[src/rtl/vga_pixel_feeder_if.sv]
// Read-side port bundle of the framebuffer async FIFO as seen from the pixel feeder.
// The master (feeder) issues pops; the slave (FIFO) presents the show-ahead head and flags.
interface vga_pixel_feeder_if;
   logic [31:0] fifo_rdata;
   logic        fifo_rempty;
   logic        fifo_rfull;
   logic        fifo_rinc;

   modport master (
      input  fifo_rdata,
      input  fifo_rempty,
      input  fifo_rfull,
      output fifo_rinc
   );

   modport slave (
      output fifo_rdata,
      output fifo_rempty,
      output fifo_rfull,
      input  fifo_rinc
   );
endinterface

[src/rtl/vga_pixel_feeder.sv]
// Pops RGB pixels from the framebuffer FIFO in lock-step with display-enable, resyncing on error.
// Optional grid output in non-streaming states when VGA_FEEDER_TESTPATTERN_EN is defined.
module vga_pixel_feeder #(
   parameter int unsigned HDISP       = 800,
   parameter int unsigned VDISP       = 480,
   parameter int unsigned DRAIN_QUIET = 4
) (
   input  logic                 pixel_clk,
   input  logic                 pixel_rst,
   input  logic                 de_i,
   input  logic                 sof_i,
   vga_pixel_feeder_if.master   fifo,
   output logic [23:0]          rgb_o,
   output logic                 resync_o,
   output logic                 underrun_o
);

   localparam int unsigned XW = (HDISP > 1) ? $clog2(HDISP) : 1;
   localparam int unsigned YW = (VDISP > 1) ? $clog2(VDISP) : 1;
   localparam int unsigned QW = $clog2(DRAIN_QUIET + 1);

   localparam logic [XW-1:0] XMax     = XW'(HDISP - 1);
   localparam logic [YW-1:0] YMax     = YW'(VDISP - 1);
   localparam logic [QW-1:0] QuietEnd = QW'(DRAIN_QUIET - 1);

   localparam logic [1:0] StIdle   = 2'd0;
   localparam logic [1:0] StArmed  = 2'd1;
   localparam logic [1:0] StStream = 2'd2;
   localparam logic [1:0] StDrain  = 2'd3;

   logic [1:0]    r_state, w_state_nxt;
   logic [XW-1:0] r_x, w_x_nxt, w_xc;
   logic [YW-1:0] r_y, w_y_nxt, w_yc;
   logic [QW-1:0] r_quiet, w_quiet_nxt;
   logic [23:0]   r_rgb, w_rgb_nxt;
   logic          r_resync;
   logic          r_underrun;
   logic          w_active;
   logic          w_misalign;
   logic          w_err;
   logic          w_show;
   logic          w_count;
   logic          w_pop;
   logic          w_unused_rdata;

   assign w_unused_rdata = ^fifo.fifo_rdata[31:24];

   always_comb begin
      // The sof_i cycle out of ARMED is already a streaming pixel.
      w_active   = (r_state == StStream) || ((r_state == StArmed) && sof_i);
      w_xc       = ((r_state != StStream) && sof_i) ? '0 : r_x;
      w_yc       = ((r_state != StStream) && sof_i) ? '0 : r_y;
      w_misalign = (r_state == StStream) && sof_i && ((r_x != '0) || (r_y != '0));
      w_err      = w_misalign || (w_active && de_i && fifo.fifo_rempty);
      w_show     = w_active && de_i && !w_err;
      w_pop      = w_show || ((r_state == StDrain) && !fifo.fifo_rempty);
      w_rgb_nxt  = w_show ? fifo.fifo_rdata[23:0] : 24'h000000;
      w_count    = w_show;
`ifdef VGA_FEEDER_TESTPATTERN_EN
      if (!w_active && de_i) begin
         w_count   = 1'b1;
         w_rgb_nxt = ((w_xc[3:0] == 4'd0) || (w_yc[3:0] == 4'd0)) ? 24'hFFFFFF : 24'h000000;
      end
`endif
   end

   always_comb begin
      w_x_nxt = r_x;
      w_y_nxt = r_y;
      if (w_err) begin
         w_x_nxt = '0;
         w_y_nxt = '0;
      end else if (w_count) begin
         if (w_xc == XMax) begin
            w_x_nxt = '0;
            w_y_nxt = (w_yc == YMax) ? '0 : w_yc + YW'(1);
         end else begin
            w_x_nxt = w_xc + XW'(1);
            w_y_nxt = w_yc;
         end
      end else if (r_state != StStream) begin
         w_x_nxt = w_xc;
         w_y_nxt = w_yc;
`ifndef VGA_FEEDER_TESTPATTERN_EN
         w_x_nxt = '0;
         w_y_nxt = '0;
`endif
      end
   end

   always_comb begin
      w_state_nxt = r_state;
      w_quiet_nxt = '0;
      case (r_state)
         StIdle: begin
            if (fifo.fifo_rfull) w_state_nxt = StArmed;
         end
         StArmed: begin
            if (w_err)      w_state_nxt = StDrain;
            else if (sof_i) w_state_nxt = StStream;
         end
         StStream: begin
            if (w_err) w_state_nxt = StDrain;
         end
         StDrain: begin
            // Only an unbroken run of empty cycles counts as drained.
            if (fifo.fifo_rempty) begin
               if (r_quiet == QuietEnd) w_state_nxt = StIdle;
               else                     w_quiet_nxt = r_quiet + QW'(1);
            end
         end
         default: w_state_nxt = StIdle;
      endcase
   end

   always_ff @(posedge pixel_clk or negedge pixel_rst) begin
      if (!pixel_rst) begin
         r_state    <= StIdle;
         r_x        <= '0;
         r_y        <= '0;
         r_quiet    <= '0;
         r_rgb      <= '0;
         r_resync   <= 1'b0;
         r_underrun <= 1'b0;
      end else begin
         r_state    <= w_state_nxt;
         r_x        <= w_x_nxt;
         r_y        <= w_y_nxt;
         r_quiet    <= w_quiet_nxt;
         r_rgb      <= w_rgb_nxt;
         r_resync   <= (w_state_nxt == StDrain);
         r_underrun <= r_underrun | w_err;
      end
   end

   assign fifo.fifo_rinc = w_pop;
   assign rgb_o          = r_rgb;
   assign resync_o       = r_resync;
   assign underrun_o     = r_underrun;

endmodule

[src/flat_wrapper.sv]
// flat-port wrapper written by rule: the top's interface ports become plain ports
module vga_pixel_feeder_flat 
#(
   parameter int unsigned HDISP       = 800,
   parameter int unsigned VDISP       = 480,
   parameter int unsigned DRAIN_QUIET = 4
)
  (pixel_clk, pixel_rst, de_i, sof_i, rgb_o, resync_o, underrun_o, fifo_fifo_rdata, fifo_fifo_rempty, fifo_fifo_rfull, fifo_fifo_rinc);
  vga_pixel_feeder_if fifo_i ();
  input  logic pixel_clk;
  input  logic pixel_rst;
  input  logic de_i;
  input  logic sof_i;
  output logic [23:0] rgb_o;
  output logic resync_o;
  output logic underrun_o;
  input wire logic [$bits(fifo_i.fifo_rdata)-1:0] fifo_fifo_rdata;
  input wire logic [$bits(fifo_i.fifo_rempty)-1:0] fifo_fifo_rempty;
  input wire logic [$bits(fifo_i.fifo_rfull)-1:0] fifo_fifo_rfull;
  output wire logic [$bits(fifo_i.fifo_rinc)-1:0] fifo_fifo_rinc;
  assign fifo_i.fifo_rdata = fifo_fifo_rdata;
  assign fifo_i.fifo_rempty = fifo_fifo_rempty;
  assign fifo_i.fifo_rfull = fifo_fifo_rfull;
  assign fifo_fifo_rinc = fifo_i.fifo_rinc;
  vga_pixel_feeder #(.HDISP(HDISP), .VDISP(VDISP), .DRAIN_QUIET(DRAIN_QUIET)) u_core (.pixel_clk(pixel_clk), .pixel_rst(pixel_rst), .de_i(de_i), .sof_i(sof_i), .fifo(fifo_i), .rgb_o(rgb_o), .resync_o(resync_o), .underrun_o(underrun_o));
endmodule
[config.mk]
export PLATFORM = sky130hd
export DESIGN_NAME = vga_pixel_feeder_flat
export DESIGN_NICKNAME = d
export VERILOG_FILES = /design/src/rtl/vga_pixel_feeder_if.sv /design/src/rtl/vga_pixel_feeder.sv /design/src/flat_wrapper.sv
export SDC_FILE = /design/constraint.sdc
export NUM_CORES = 1
export LEC_CHECK = 0
export ABC_CLOCK_PERIOD_IN_PS = 6800
export CORE_UTILIZATION = 45
export DETAILED_ROUTE_END_ITERATION = 16
export GPL_TIMING_DRIVEN = 0
export PLACE_DENSITY_LB_ADDON = 0.12
export SLEW_MARGIN = 15
export SYNTH_ARGS = -nofsm -noshare
export SYNTH_HDL_FRONTEND = slang
export SYNTH_SLANG_ARGS = --single-unit
[constraint.sdc]
create_clock -name pixel_clk -period 6.8 [get_ports pixel_clk]
set_clock_uncertainty 0.15 [all_clocks]
set_input_delay 1.36 -clock pixel_clk [delete_from_list [all_inputs] [get_ports pixel_clk]]
set_output_delay 1.36 -clock pixel_clk [all_outputs]
set_load 0.1 [all_outputs]
==> results.yml <==
logic_synthesis:
  synthDominantCellAreaShare_pct: 49.7
  synth_fp_nets: 288
  syn_area_um2: 2520
  yosysMostFrequentCell: "dfrtp_1"
  async_flop_share_pct: 100
  ys_top_cells_by_count: "dfrtp_1, and2_1, nand2_1"
  yosys.area.top_type: "dfrtp_1"
  synth_enable_flop_cells: 0
  avgSynthCellArea_um2: 10.2
  ys_ff_latch: 50
  synth_flop_cell: "dfrtp_1"
  synth_cells: 247
  yosys_warnings: 0
  synth_area_leaders: "dfrtp_1, and2_1, nand2_1"
  synthDistinctLibCells: 52
  yosysSeqAreaShare_pct: 49.7
timing:
  hold_viol: 0
  setup_viol: 0
  worst_slew_pin_slew_ns: 0.981
  relSlewSlack_pct: 34.4
  fin_ws_ns: 0.864
  slew_viol_final: 0
  grt_setup_unrepaired: "no"
  fin_setup_tns_ns: 0
  min_period_over_period_pct: 87.3
  period_minus_slack_ns: 5.94
  fmax_mhz: 168
final_layout:
  antennaDiodeCount: 0
  multi_input_area_um2: 1160
  drive_above_1_share_pct: 8.04
  nets: 351
  regArea_um2: 1250
  fillers: 447
  fin_cells: 381
  fin_util_pct: 62.3
  syn2layout_area_growth_pct: 29.5
power_and_ir_drop:
  power_density_nw_per_um2: 270
  total_power_mw: 0.880
  leakagePower_nw: 1.38
  peakVddDrop_mv: 0.160
critical_path:
  r2r_slack_ns: 3.24
  cp-start-kind: "input port"
  endpoint_kind: "primary output"
  path_class: "in2out"
  cp.required_ns: 5.29
  path_max_fanout: 10
  crit_arrival_ns: 4.43
place:
  globalplace.congestion: 0.908
  hpwl_mm: 4.28
  dp_slack_ns: 0.849
  port_buffers: 55
  dp_cells: 373
clock_network:
  cts_buffer_depth: 2
  cts.reportedPaths.clkPinSlew_ns: 0.09
  numCtsBuffers: 5
  ctsHtreeMaxLevel: 2
  cts_setup_buffers: 0
  cts_tree: "done"
  cts-root-buf: "clkbuf_8"
  cts.sink_count: 50
  cts_resized: 0
  clock_latency_ns: 0.30
  ctsHoldBuffers: 0
global_routing:
  grt_pass1_vias: 2036
  grt-ovfl-total: 0
  grt_first_pass_wirelength_mm: 10.0
  antenna_found_initial: 0
  grt_max_degree: 31
  grtUsageTotal_pct: 21.4
die:
  initial_utilization_pct: 48.1
  die_w_um: 76.8
  die-area_um2: 5900
  pin_count: 65
  die_y_um: 76.8
  placementRows: 26
  core_um2: 5240
detailed_routing:
  route.met3.wl_um: 291
  vias: 2166
  avgRoutedWirePerCell_um: 15.5
  remaining_drc_errors: 0
  viasPerCell: 5.69
  wl_met2_mm: 2.87
  route.antenna.remaining_nets: 0
  wirelength_mm: 5.92
  drt_iter0_drc: 117
  wl_met1_mm: 2.71
  top_layer_used: "met4"
  first_pass_iters: 4
job:
  drv_cap: 0
outcome:
  outcome: "finished, final reports clean"
worst_hold_path:
  hold_path_class: "reg2reg"
-- where the power goes --
| part | leakage [nW] | internal (mW) | total, mW | switching (mW) |
|---|---|---|---|---|
| sequential | 0.675 | 0.323 | 0.333 | 0.00974 |
| clock | 0.0441 | 0.0725 | 0.176 | 0.103 |
| combinational | 0.659 | 0.103 | 0.372 | 0.269 |
| total | 1.38 | 0.499 | 0.880 | 0.382 |
-- area by class of cell --
class | count | share of cell area, %
flip-flops and latches | 50 | 38.4
multi-input cells | 175 | 35.7
repair buffers | 56 | 17.3
well taps | 70 | 2.69
clock buffers | 5 | 2.11
plain buffers | 13 | 2.07
inverters | 9 | 1.04
clock inverters | 3 | 0.652
-- worst paths after layout --
check,from,to,cells after the start
hold / removal,u_core.r_quiet[0],u_core.r_quiet[0],1
max in group asynchronous,pixel_rst,u_core.r_y[4],2
hold reg to reg,u_core.r_quiet[0],u_core.r_quiet[0],1
min in group asynchronous,pixel_rst,u_core.rgb_o[9],1
setup reg to reg,u_core.r_state[0],u_core.r_x[3],12
setup / recovery,de_i,fifo_fifo_rinc,7
-- per-layer routing --
metal	track usage, %	up-vias
met5	0	-
met4	5.96	0
met3	3.21	6
met2	35.4	70
met1	29.2	1061
li1	-	1029
-- critical path, cell delays in order --
cell and delay [ns]:
clkdlybuf4s50_1 0.62, nor2b_1 0.28, nand2_1 0.11, o32ai_2 0.37, clkbuf_1 0.36, o21bai_1 0.18, clkdlybuf4s50_1 1.15
-- registers in the layout, indices dropped and copies added, names as in the netlist --
signal / flops
u_core.r_x: 10
u_core.r_quiet: 3
u_core.underrun_o: 1
u_core.r_y: 9
u_core.rgb_o: 24
u_core.resync_o: 1
u_core.r_state: 2
-- stage by stage --
stage / area (um2) / hold slack [ns]
6_report: 3260 / 0.312
5_1_grt: 3260 / 0.340
4_1_cts: 3260 / 0.314
3_5_place_dp: 3170 / 0.292
3_3_place_gp: 3160 / 0.280
2_1_floorplan: 2520 / 0.266
-- kinds of logic (layout without fill, tap and decap cells) --
| family | Yosys count | count (layout) | share of synthesized area, % |
|---|---|---|---|
| xor+xnor | 3 | 3 | 1.04 |
| compound gates | 66 | 66 | 20.8 |
| flops | 50 | 50 | 49.7 |
| simple gates | 101 | 101 | 22.2 |
| fa+ha+maj | 3 | 3 | 1.49 |
| mux | 2 | 2 | 0.795 |
| buf+inv | 22 | 86 | 4.03 |
-- cell usage in the layout, fill, tap and decap left out, types with 3 or more instances in the layout --
cell type        count
nand4_1              6
inv_1                9
nor3b_1              3
ha_1                 3
a32oi_1              4
nor2_1               8
buf_2                5
a21oi_1             11
clkdlybuf4s50_1     54
nor2b_1              3
nand3_1             10
o31ai_1              4
nand2b_1             5
dfrtp_1             50
nand2_1             23
a22o_1               7
o21ai_0             11
and3_1               3
and2_1              28
clkbuf_8             5
o2111ai_1            4
clkbuf_1             4
nor4_1               5
nor3_1               3
xor2_1               3
Note: power is estimated with default switching activity, not from simulation.
